File: config.mk
export PLATFORM = sky130hd
export DESIGN_NAME = sm83_fetch_seq_flat
export DESIGN_NICKNAME = d
export VERILOG_FILES = /design/src/rtl/sm83_fetch_if.sv /design/src/rtl/sm83_fetch_seq.sv /design/src/flat_wrapper.sv
export SDC_FILE = /design/constraint.sdc
export NUM_CORES = 1
export LEC_CHECK = 0
export ABC_AREA = 0
export BUFFER_PORTS_ARGS = -buffer_cell sky130_fd_sc_hd__clkbuf_2
export CORE_MARGIN = 4
export CORE_UTILIZATION = 30
export CTS_CLUSTER_SIZE = 14
export DETAILED_ROUTE_END_ITERATION = 7
export PLACE_DENSITY = 0.61
export SLEW_MARGIN = 20
export SYNTH_ARGS = -nofsm -noshare
export SYNTH_HDL_FRONTEND = slang
export SYNTH_SLANG_ARGS = --single-unit
File: constraint.sdc
create_clock -name clk -period 2 [get_ports clk]
set_input_delay 0.1 -clock clk [delete_from_list [all_inputs] [get_ports clk]]
set_output_delay 0.1 -clock clk [all_outputs]
set_load 0.01 [all_outputs]
File: src/rtl/sm83_fetch_if.sv
// sm83_fetch_if: fetch, decode and execute handshake bundle around sm83_fetch_seq
interface sm83_fetch_if;
  logic        mem_req;
  logic [15:0] mem_addr;
  logic [7:0]  mem_rdata;
  logic        mem_ack;
  logic [7:0]  instr_o;
  logic        instr_valid;
  logic        is_instr16_o;
  logic        dec_is_instr16;
  logic        dec_halt;
  logic        exec_start;
  logic        exec_done;
  logic        pc_load;
  logic [15:0] pc_load_val;
  logic        irq_pending;
  logic        ime_i;
  logic        halted;
  logic [15:0] pc_o;
  modport master (
    output mem_req, mem_addr, instr_o, instr_valid, is_instr16_o, exec_start, halted, pc_o,
    input  mem_rdata, mem_ack, dec_is_instr16, dec_halt, exec_done, pc_load, pc_load_val,
           irq_pending, ime_i
  );
  modport slave (
    input  mem_req, mem_addr, instr_o, instr_valid, is_instr16_o, exec_start, halted, pc_o,
    output mem_rdata, mem_ack, dec_is_instr16, dec_halt, exec_done, pc_load, pc_load_val,
           irq_pending, ime_i
  );
endinterface

File: src/rtl/sm83_fetch_seq.sv
// sm83_fetch_seq: SM83 opcode fetch/decode sequencer owning PC and IR (optional SM83_HALT_BUG_EN models the HALT bug)
module sm83_fetch_seq #(
  parameter logic [15:0] RESET_PC = 16'h0000
) (
  input  logic         clk,
  input  logic         rst_n,
  sm83_fetch_if.master bus
);
  typedef enum logic [2:0] {S_IDLE, S_FETCH, S_DECODE, S_EXEC, S_HALT} state_t;
  state_t      r_state, w_next;
  logic [15:0] r_pc, w_pc, w_inc;
  logic [7:0]  r_ir, w_ir;
  logic        r_cb, w_cb, w_exec, w_bug_take;
`ifdef SM83_HALT_BUG_EN
  logic        r_noinc;
  assign w_inc = r_noinc ? 16'd0 : 16'd1;
  assign w_bug_take = r_state == S_DECODE && !r_cb && !bus.dec_is_instr16 && bus.dec_halt &&
                      !bus.ime_i && bus.irq_pending;
  // one-shot flag: the fetch after a bugged HALT re-reads the same byte
  always_ff @(posedge clk or negedge rst_n)
    if (!rst_n) r_noinc <= 1'b0;
    else r_noinc <= (r_state == S_FETCH && bus.mem_ack) ? 1'b0 : (w_bug_take ? 1'b1 : r_noinc);
`else
  logic        w_unused_ime;
  assign w_unused_ime = bus.ime_i;
  assign w_inc = 16'd1;
  assign w_bug_take = 1'b0;
`endif
  // state, PC, IR and CB flag registers
  always_ff @(posedge clk or negedge rst_n)
    if (!rst_n) begin
      r_state <= S_IDLE;
      r_pc    <= RESET_PC;
      r_ir    <= 8'h00;
      r_cb    <= 1'b0;
    end else begin
      r_state <= w_next;
      r_pc    <= w_pc;
      r_ir    <= w_ir;
      r_cb    <= w_cb;
    end
  // next-state, register updates and the execute start strobe
  always_comb begin
    w_next = r_state;
    w_pc   = r_pc;
    w_ir   = r_ir;
    w_cb   = r_cb;
    w_exec = 1'b0;
    case (r_state)
      S_IDLE: w_next = S_FETCH;
      S_FETCH:
        if (bus.mem_ack) begin
          w_ir   = bus.mem_rdata;
          w_pc   = r_pc + w_inc;
          w_next = S_DECODE;
        end
      S_DECODE:
        if (bus.dec_is_instr16 && !r_cb) begin
          w_cb   = 1'b1;
          w_next = S_FETCH;
        end else if (bus.dec_halt && !r_cb) w_next = w_bug_take ? S_FETCH : S_HALT;
        else begin
          w_exec = 1'b1;
          w_cb   = 1'b0;
          w_next = S_EXEC;
        end
      S_EXEC: begin
        if (bus.pc_load) w_pc = bus.pc_load_val;
        if (bus.exec_done) w_next = S_FETCH;
      end
      S_HALT: if (bus.irq_pending) w_next = S_FETCH;
      default: w_next = S_IDLE;
    endcase
  end
  assign bus.mem_req      = r_state == S_FETCH;
  assign bus.mem_addr     = r_pc;
  assign bus.pc_o         = r_pc;
  assign bus.instr_o      = r_ir;
  assign bus.instr_valid  = r_state == S_DECODE;
  assign bus.is_instr16_o = r_state == S_DECODE && r_cb;
  assign bus.exec_start   = w_exec;
  assign bus.halted       = r_state == S_HALT;
endmodule

File: src/flat_wrapper.sv
// flat-port wrapper written by rule: the top's interface ports become plain ports
module sm83_fetch_seq_flat 
#(
  parameter logic [15:0] RESET_PC = 16'h0000
)
  (clk, rst_n, bus_mem_req, bus_mem_addr, bus_instr_o, bus_instr_valid, bus_is_instr16_o, bus_exec_start, bus_halted, bus_pc_o, bus_mem_rdata, bus_mem_ack, bus_dec_is_instr16, bus_dec_halt, bus_exec_done, bus_pc_load, bus_pc_load_val, bus_irq_pending, bus_ime_i);
  sm83_fetch_if bus_i ();
  input  logic clk;
  input  logic rst_n;
  output wire logic [$bits(bus_i.mem_req)-1:0] bus_mem_req;
  output wire logic [$bits(bus_i.mem_addr)-1:0] bus_mem_addr;
  output wire logic [$bits(bus_i.instr_o)-1:0] bus_instr_o;
  output wire logic [$bits(bus_i.instr_valid)-1:0] bus_instr_valid;
  output wire logic [$bits(bus_i.is_instr16_o)-1:0] bus_is_instr16_o;
  output wire logic [$bits(bus_i.exec_start)-1:0] bus_exec_start;
  output wire logic [$bits(bus_i.halted)-1:0] bus_halted;
  output wire logic [$bits(bus_i.pc_o)-1:0] bus_pc_o;
  input wire logic [$bits(bus_i.mem_rdata)-1:0] bus_mem_rdata;
  input wire logic [$bits(bus_i.mem_ack)-1:0] bus_mem_ack;
  input wire logic [$bits(bus_i.dec_is_instr16)-1:0] bus_dec_is_instr16;
  input wire logic [$bits(bus_i.dec_halt)-1:0] bus_dec_halt;
  input wire logic [$bits(bus_i.exec_done)-1:0] bus_exec_done;
  input wire logic [$bits(bus_i.pc_load)-1:0] bus_pc_load;
  input wire logic [$bits(bus_i.pc_load_val)-1:0] bus_pc_load_val;
  input wire logic [$bits(bus_i.irq_pending)-1:0] bus_irq_pending;
  input wire logic [$bits(bus_i.ime_i)-1:0] bus_ime_i;
  assign bus_mem_req = bus_i.mem_req;
  assign bus_mem_addr = bus_i.mem_addr;
  assign bus_instr_o = bus_i.instr_o;
  assign bus_instr_valid = bus_i.instr_valid;
  assign bus_is_instr16_o = bus_i.is_instr16_o;
  assign bus_exec_start = bus_i.exec_start;
  assign bus_halted = bus_i.halted;
  assign bus_pc_o = bus_i.pc_o;
  assign bus_i.mem_rdata = bus_mem_rdata;
  assign bus_i.mem_ack = bus_mem_ack;
  assign bus_i.dec_is_instr16 = bus_dec_is_instr16;
  assign bus_i.dec_halt = bus_dec_halt;
  assign bus_i.exec_done = bus_exec_done;
  assign bus_i.pc_load = bus_pc_load;
  assign bus_i.pc_load_val = bus_pc_load_val;
  assign bus_i.irq_pending = bus_irq_pending;
  assign bus_i.ime_i = bus_ime_i;
  sm83_fetch_seq #(.RESET_PC(RESET_PC)) u_core (.clk(clk), .rst_n(rst_n), .bus(bus_i));
endmodule
After elaboration in Yosys (flattened, before gate mapping)

Index checks and enable logic that the tools add are counted.

Register bits: 28
Bits in latches: 0
Bits in writable memories: 0
Memory bits (read-only): 0
Input port bits: 33
Output and inout bits: 45
Word-level logic and storage cells: 38
Memories kept: 0

$add $sub $neg: 1
$mul: 0
Divide/modulo/power cells: 0
Magnitude comparators: 0
Equality and inequality tests: 9
Shifts and indexed selects: 0
Multiplexer cells: 14
Bitwise logic cells: 0
Reduce and logical (&&, ||, !) cells: 10

Operator list:

| operator                                            | number |
|---|---|
| 2-to-1 mux 16 bit                                   | 2 |
| one-hot mux 16 bit (2 select lines)                 | 1 |
| adder 16 x 1 -> 16 bit, second input constant       | 1 |
| 2-to-1 mux 3 bit                                    | 5 |
| one-hot mux 3 bit (5 select lines)                  | 1 |
| equality test 3 x 2 -> 1 bit, second input constant | 2 |
| != test 2 x 1 -> 1 bit, second input constant       | 3 |
| AND reduction 3 bit                                 | 2 |
| 2-to-1 mux 1 bit                                    | 5 |
| != test 2 bit, second input constant                | 2 |
| AND reduction 2 bit                                 | 2 |
| equality test 3 x 1 -> 1 bit, second input constant | 1 |
| equality test 3 bit, second input constant          | 1 |
| logical AND 1 bit                                   | 3 |
| zero test 3 bit                                     | 1 |
| nonzero test 2 bit                                  | 1 |
| zero test 1 bit                                     | 1 |

Longest topological paths before layout

Gate-level depths: netlist (run 1).

Depth in word-level cells: 5
Mapped depth: 6
Depth with buffers taken out: 5

Least setup slack after synthesis (run 1)

OpenSTA, ideal clock, no wires.

Path kind: flip-flop to flip-flop
Start: reg u_core.r_pc[8], in the netlist u_core.bus.mem_addr[8]
End: reg u_core.r_pc[15], in the netlist u_core.bus.mem_addr[15]
Data arrival time: 1.527 ns
Required time: 1.929 ns
Slack: 0.402 ns
Cell stages (with the launch flop): 6
Path buffers: 1
Cell sequence: dfrtp_1 and4_1 clkbuf_1 nand4_1 or4b_1 nand4_1

Longest elaborated chain between the ends: 3

Ends and longest elaborated chain:

| item                                | line                 | RTL |
|---|---|---|
| start: declaration                  | sm83_fetch_seq.sv:11 | `logic [15:0] r_pc, w_pc, w_inc;` |
| start signal: assignment            | sm83_fetch_seq.sv:38 | `r_pc <= w_pc;` |
| adder 16 x 1 -> 16 bit              | sm83_fetch_seq.sv:54 | `w_pc = r_pc + w_inc;` |
| 2-to-1 mux 16 bit                   | sm83_fetch_seq.sv:52 | `if (bus.mem_ack) begin` |
| one-hot mux 16 bit (2 select lines) | sm83_fetch_seq.sv:49 | `case (r_state)` |

No other way between the ends. The select of a mux whose other input is x is not followed.
A chain may end at the register's enable or synchronous reset.

Worst setup path in the final report (run 1)

Start: reg u_core.r_state[1]
End: reg u_core.r_pc[15], in the netlist u_core.bus.mem_addr[15]

Longest elaborated chain between the ends: 3
Elaborated cells between the ends (all ways): 7

Ends and longest elaborated chain:

| item                                                                         | line                 | RTL |
|---|---|---|
| start: declaration                                                           | sm83_fetch_seq.sv:10 | `state_t r_state, w_next;` |
| start signal: assignment                                                     | sm83_fetch_seq.sv:37 | `r_state <= w_next;` |
| equality test 3 x 2 -> 1 bit or equality test 3 x 1 -> 1 bit (tied branches) | sm83_fetch_seq.sv:49 |  |
| != test 2 bit (no line) (tied with other cells)                              | n/a                  |  |
| AND reduction 3 bit (no line)                                                | n/a                  |  |

Several ways; a longest one is shown, not always the timed one.

==> impl_metrics.csv, run 1 <==
group,metric,value,unit
route,drt_iter0_markers,66,
sta,max_freq,566,MHz
final_layout,layout-area-overhead-vs-synth,23.2,%
floorplan,die_height,83.7,um
sta,holdWs,0.0532,ns
clocking,cts_inserted_buffers,3,
synthesis,yosysSeqAreaShare,40.7,%
sta,hold_viol,0,
synthesis,most_instantiated_library_cell_after_synthesis,"sky130_fd_sc_hd__dfrtp_1",
critical_path,crit_chain,"mux2i_1 -> or2_1 -> or4b_1 -> nand4_1",
synthesis,seq_cells_post_synth,28,
critical_path,slowest_cell_on_the_critical_path,"sky130_fd_sc_hd__dfrtp_1",
synthesis,yosysTopAreaCell,"sky130_fd_sc_hd__dfrtp_1",
sta,setup_viol,0,
synthesis,yosys.area.top_type_share,40.7,%
clocking,clk_pin_slew_worst_paths,0.09,ns
place,hpwlAfterDp,3.30,mm
global_route,grt_pass1_vias,1591,
sta,tightest_pin_transition,0.734,ns
final_layout,n_antenna_cell,0,
route,detailedRoute.firstPassIterationCount,4,
critical_path,setup.worst_path.start_class,"register",
global_route,pin_count_of_the_biggest_net_entering_global_routing,29,
final_layout,fin_cells,320,
floorplan,starting_density_of_the_core,31.1,%
synthesis,postSynth.asyncResetShare,100,%
floorplan,die_x,83.7,um
clocking,worstSkewPairLatency,0.27,ns
pwr,vdd_ir_drop_max,521,uV
clocking,post_cts_setup_buffer_count,0,
clocking,cts-hold-fix-buffers,1,
critical_path,biggest_fanout_along_the_worst_timing_path,13,
pwr,report.power.total,3.27,mW
global_route,global_route.overflow_total,0,
critical_path,crit_arrival,1.98,ns
pwr,power_density_cells,1540,nW/um2
synthesis,post_synth_most_frequent_cells,"28 x sky130_fd_sc_hd__dfrtp_1, 16 x sky130_fd_sc_hd__buf_4, 15 x sky130_fd_sc_hd__a21oi_1",
place,post-place-ws,0.247,ns
sta,timing.final.crit_share,88.4,%
pwr,leakage,0.971,nW
sta,clock-skew-final,0.00808,ns
critical_path,worst_path_largest_cell_delay,0.58,ns
synthesis,synth_edf_count,0,
final_layout,final_layout_size_suffix_gt1_share,38.7,%
floorplan,rows,27,
critical_path,timing.critical_path.to_type,"register",
final_layout,layout.core_utilization,38.3,%
critical_path,critPathTopFamily,"simple AND/OR/NAND/NOR gates",
synthesis,avgSynthCellArea,8.91,um2
place,placed_area,2050,um2
sta,grt_setup_unrepaired,"no",
synthesis,yosys_warnings,0,
critical_path,worst_ep_required_time,2.21,ns
sta,timing.final.crit_period,1.77,ns
global_route,grt_usage,13.2,%
global_route,antenna_violations_before_repair,0,
sta,report.final.slew_viol_count,0,
route,vias_per_cell,5.05,
final_layout,post_layout_nets,283,
clocking,clock_sink_count,28,
route,drc,0,
run_status,outcome,"complete, no violations",
clocking,clock-root-buffer,"sky130_fd_sc_hd__clkbuf_8",
synthesis,post_synth_instance_area,1720,um2
route,drt.antenna.violating_nets,0,
clocking,ctsLongestPathBuffers,2,
route,routedWlPerCell,13.9,um
floorplan,ios,78,
sta,timing.max_slew.rel_slack,51.1,%
place,place_congestion,0.828,
place,port_buffers,76,
route,routed-via-count,1617,
final_layout,fillerInstances,581,
synthesis,number_of_nets_produced_by_synthesis,227,
floorplan,die_area,7010,um2
synthesis,syn-instance-count,193,
sta,postLayoutSetupSlackWorst,0.232,ns
critical_path,criticalPathCategory,"register to register",
floorplan,coreArea,5540,um2
critical_path,critical_path.n_buffers_inverters,0,
synthesis,ys.flop_type,"sky130_fd_sc_hd__dfrtp_1",
clocking,htree_levels,1,
route,drt_wl_total,4.45,mm
sta,tns,0,ns
min_path,min_path_type,"input port to register",
final_layout,final_cell_area,2120,um2
place,placedCellCount,315,
run,max-cap-violations,0,
synthesis,synthTopCellsByArea,"sky130_fd_sc_hd__dfrtp_1 41%, sky130_fd_sc_hd__buf_4 7.0%, sky130_fd_sc_hd__mux2_2 5.2%",
synthesis,synth.distinct_cells,40,
global_route,wire_length_of_the_first_global_routing_pass,7.68,mm
clocking,post_cts_repair_resize_count,0,
clocking,cts_tree,"built",
[logic make-up after synthesis]
family | share of synthesized area (%)
buffers and inverters | 11.3
AND/OR/NAND/NOR | 23.2
multiplexers | 6.40
flip-flops | 40.7
AO/OA/AOI/OAI | 17.6
adder cells (fa/ha/maj) | 0.727
[state kept, by name (all words and copies together) (netlist names)]
signal,cells
u_core.r_cb,1
u_core.r_state,3
u_core.bus.mem_addr,16
u_core.bus.instr_o,8
[layer usage]
metal | wire length (um) | track usage [%] | up-vias
met5 | 0 | 0 | -
met4 | 34 | 2.92 | 0
met3 | 411 | 3.85 | 2
met2 | 2020 | 21.3 | 70
met1 | 1980 | 17.4 | 747
li1 | - | - | 798
[placed cells by master, fill, tap and decap left out, types with 5 or more instances in the layout]
cell	instances
sky130_fd_sc_hd__clkbuf_2	76
sky130_fd_sc_hd__dfrtp_1	28
sky130_fd_sc_hd__a21oi_1	15
sky130_fd_sc_hd__o21ai_0	13
sky130_fd_sc_hd__nand3_1	12
sky130_fd_sc_hd__nor2_1	10
sky130_fd_sc_hd__nand2_1	10
sky130_fd_sc_hd__mux2_2	8
sky130_fd_sc_hd__nand4_1	6
sky130_fd_sc_hd__a2bb2oi_1	6
sky130_fd_sc_hd__buf_4	6
sky130_fd_sc_hd__o22ai_1	5
sky130_fd_sc_hd__and3_1	5
[worst paths after layout]
kind | start | end | slack [ns] | cells past startpoint
worst min-delay path | bus_mem_rdata[2] | u_core.bus.instr_o[2]$_DFFE_PN0P_ | 0.05 | 2
max in group asynchronous | rst_n | u_core.bus.instr_o[3]$_DFFE_PN0P_ | 1.12 | 2
worst min register to register | u_core.bus.instr_o[1]$_DFFE_PN0P_ | u_core.bus.instr_o[1]$_DFFE_PN0P_ | 0.51 | 1
worst max-delay path | u_core.r_state[1]$_DFFE_PN0P_ | u_core.bus.mem_addr[15]$_DFFE_PN0P_ | 0.23 | 4
worst max register to register | u_core.r_state[1]$_DFFE_PN0P_ | u_core.bus.mem_addr[15]$_DFFE_PN0P_ | 0.23 | 4
min in group asynchronous | rst_n | u_core.bus.mem_addr[4]$_DFFE_PN0P_ | 0.40 | 2
[layout make-up]
cell class / count / area (um2) / area share [%]
inverters: 2 / 7.51 / 0.354
clock buffers: 4 / 55.1 / 2.60
repair buffers: 83 / 435 / 20.5
flip-flops and latches: 28 / 701 / 33.1
multi-input cells: 131 / 831 / 39.2
well taps: 72 / 90.1 / 4.25
[power breakdown]
| part | internal (mW) | leakage, nW | switching, mW | total, mW |
|---|---|---|---|---|
| combinational | 0.803 | 0.615 | 0.967 | 1.77 |
| clock | 0.176 | 0.0288 | 0.175 | 0.351 |
| sequential | 0.827 | 0.327 | 0.325 | 1.15 |
| total | 1.81 | 0.971 | 1.47 | 3.27 |
No activity file was read; power rests on OpenSTA's default activity.
==> run 2, diff against run 1 <==
--- a/config.mk
+++ b/config.mk
@@ -7,11 +7,13 @@
 export LEC_CHECK = 0
 export ABC_AREA = 0
 export BUFFER_PORTS_ARGS = -buffer_cell sky130_fd_sc_hd__clkbuf_2
-export CORE_MARGIN = 4
+export CORE_ASPECT_RATIO = 0.8
+export CORE_MARGIN = 5
 export CORE_UTILIZATION = 30
 export CTS_CLUSTER_SIZE = 14
 export DETAILED_ROUTE_END_ITERATION = 7
 export PLACE_DENSITY = 0.61
+export RECOVER_POWER = 100
 export SLEW_MARGIN = 20
 export SYNTH_ARGS = -nofsm -noshare
 export SYNTH_HDL_FRONTEND = slang
==> run 2 against run 1 <==
  * The flow now finishes with violations (max-capacitance violations, max-slew violations)
  * Count of clock-buffer cells in the layout shrank 1
  * Sequential cell count stayed put
  * Via count decreased by 1.7%
  * Hold slack worse by 0.0052 ns
  * Cell count rose by 2.5%
  * Critical endpoint unchanged
  * Die area up 5.0%
  * Global-route usage is 1.2 points lower
  * Worst setup slack got worse by 0.056 ns
==> impl_metrics.csv, run 2 (synthesized netlist as in run 1, its figures left out) <==
group,metric,value,unit
clocking,htree_levels,1,
pwr,power_density_cells,1570,nW/um2
final_layout,final_cell_area,2090,um2
place,placedCellCount,323,
pwr,vdd_ir_drop_max,329,uV
pwr,clkPwrFrac,13.7,%
clocking,cts_tree,"built",
place,placed_area,2080,um2
route,drc,0,
sta,report.final.slew_viol_count,29,
critical_path,slowest_cell_on_the_critical_path,"sky130_fd_sc_hd__or4b_1",
critical_path,crit_arrival,2.04,ns
final_layout,seqCellArea,701,um2
critical_path,biggest_fanout_along_the_worst_timing_path,11,
final_layout,post_layout_nets,285,
clocking,ctsLongestPathBuffers,2,
floorplan,starting_density_of_the_core,31.3,%
floorplan,coreArea,5500,um2
sta,timing.final.crit_share,91.2,%
critical_path,criticalPathCategory,"register to register",
pwr,power.switching_fraction,45.4,%
sta,tightest_pin_transition,1.51,ns
pwr,combinationalPowerShare,51.6,%
clocking,clock-root-buffer,"sky130_fd_sc_hd__clkbuf_8",
pwr,leakage,0.846,nW
pwr,report.power.total,3.27,mW
global_route,grt_usage,12.0,%
floorplan,die_height,77.7,um
clocking,worstSkewPairLatency,0.28,ns
final_layout,layout_common_cells,"45 x sky130_fd_sc_hd__clkbuf_1, 35 x sky130_fd_sc_hd__clkbuf_2, 28 x sky130_fd_sc_hd__dfrtp_1",
route,drt.antenna.violating_nets,0,
run,max-cap-violations,1,
global_route,global_route.overflow_total,0,
final_layout,most_frequent_standard_cell_in_the_layout_excluding_fill_and_tap_cells,"sky130_fd_sc_hd__clkbuf_1",
sta,hold_viol,0,
sta,clock-skew-final,0.00470,ns
pwr,net-switching-power,1.49,mW
global_route,grt_pass1_vias,1474,
pwr,power_report.internal_total,1.78,mW
critical_path,worst_ep_required_time,2.21,ns
final_layout,n_antenna_cell,0,
critical_path,worst_path_largest_cell_delay,0.56,ns
run_status,outcome,"finished with violations",
floorplan,ios,78,
final_layout,fin_cells,328,
sta,grt_setup_unrepaired,"no",
critical_path,crit_chain,"nand2b_1 -> or2_0 -> or4b_1 -> nand4_1",
min_path,min_path_type,"input port to register",
final_layout,layout-area-overhead-vs-synth,21.2,%
run_status,failed_checks,"max-capacitance violations, max-slew violations",
final_layout,fillerInstances,600,
route,drt_iter0_markers,85,
global_route,antenna_violations_before_repair,0,
sta,setup_viol,0,
route,routed-via-count,1590,
pwr,power_frac_seq,34.7,%
place,hpwlAfterDp,3.38,mm
place,place_congestion,0.766,
sta,max_freq,548,MHz
final_layout,final_layout_size_suffix_gt1_share,20.8,%
final_layout,number_of_flip_flops_under_the_largest_register_name,16,
route,routedWlPerCell,13.9,um
route,vias_per_cell,4.85,
global_route,wire_length_of_the_first_global_routing_pass,7.16,mm
floorplan,die_area,7360,um2
critical_path,timing.critical_path.to_type,"register",
floorplan,rows,24,
sta,timing.final.crit_period,1.82,ns
route,detailedRoute.firstPassIterationCount,4,
place,port_buffers,76,
sta,postLayoutSetupSlackWorst,0.176,ns
place,post-place-ws,0.247,ns
clocking,clk_pin_slew_worst_paths,0.10,ns
route,drt_wl_total,4.56,mm
sta,timing.max_slew.rel_slack,-0.954,%
final_layout,multi_input_comb_area,825,um2
critical_path,setup.worst_path.start_class,"register",
clocking,clock_sink_count,28,
global_route,pin_count_of_the_biggest_net_entering_global_routing,29,
floorplan,die_x,94.7,um
sta,tns,0,ns
clocking,cts_inserted_buffers,3,
## run 2: worst paths after layout
| check | from | to | slack [ns] | cells past startpoint |
|---|---|---|---|---|
| worst max-delay path | u_core.r_state[2]$_DFFE_PN0P_ | u_core.bus.mem_addr[15]$_DFFE_PN0P_ | 0.18 | 4 |
| worst min-delay path | bus_mem_rdata[0] | u_core.bus.instr_o[0]$_DFFE_PN0P_ | 0.05 | 2 |
| worst max register to register | u_core.r_state[2]$_DFFE_PN0P_ | u_core.bus.mem_addr[15]$_DFFE_PN0P_ | 0.18 | 4 |
| worst min register to register | u_core.bus.instr_o[5]$_DFFE_PN0P_ | u_core.bus.instr_o[5]$_DFFE_PN0P_ | 0.51 | 1 |
| max in group asynchronous | rst_n | u_core.bus.mem_addr[15]$_DFFE_PN0P_ | 0.40 | 2 |
| min in group asynchronous | rst_n | u_core.r_cb$_DFFE_PN0P_ | 0.72 | 2 |
## run 2: worst max-delay path, delay by kind of cell (launching register included)
family | cells | cell delay, ns
flip-flops | 1 | 0.50
AND/OR/NAND/NOR | 4 | 1.25
## run 2: metal layers
metal,part of all wire (%),global-route usage (%),vias to the layer above,wire [um]
met2,44,18.5,51,2010
met4,1.1,3.17,0,50
li1,-,-,801,-
met1,49,16.9,734,2230
met3,5.9,2.61,4,269
met5,0,0,-,0
## run 2: what timing repair did
action                                  in CTS  in global routing
hold buffers                                 1                  0
buffers inserted                             0                  0
endpoints found under the setup margin       0                  0
hold endpoints to repair                    28                  0
gates resized for setup                      0                  0
## run 2: power groups by stage
stage	logic, mW	clock network (mW)	registers, mW
detailed placement	1.82	0	1.15
global route	1.87	0.487	1.19
CTS	1.83	0.466	1.14
floorplan	1.27	0	1.18
finish	1.69	0.447	1.14
global placement	1.80	0	1.14
## run 2: cell type report
cell class | instances | area share [%]
inverter | 2 | 0.360
clock buffer | 3 | 1.98
clock inverter | 1 | 1.44
tap | 78 | 4.68
multi-input combinational | 131 | 39.5
timing repair buffer | 85 | 18.4
sequential | 28 | 33.6
## run 2: per-stage QoR
stage	hold WS, ns	utilization, %
floorplan	-0.196	-
global placement	0.200	37.8
detailed placement	0.195	37.8
CTS	0.0348	39.3
global route	0.0406	38.0
finish	0.0480	38.0
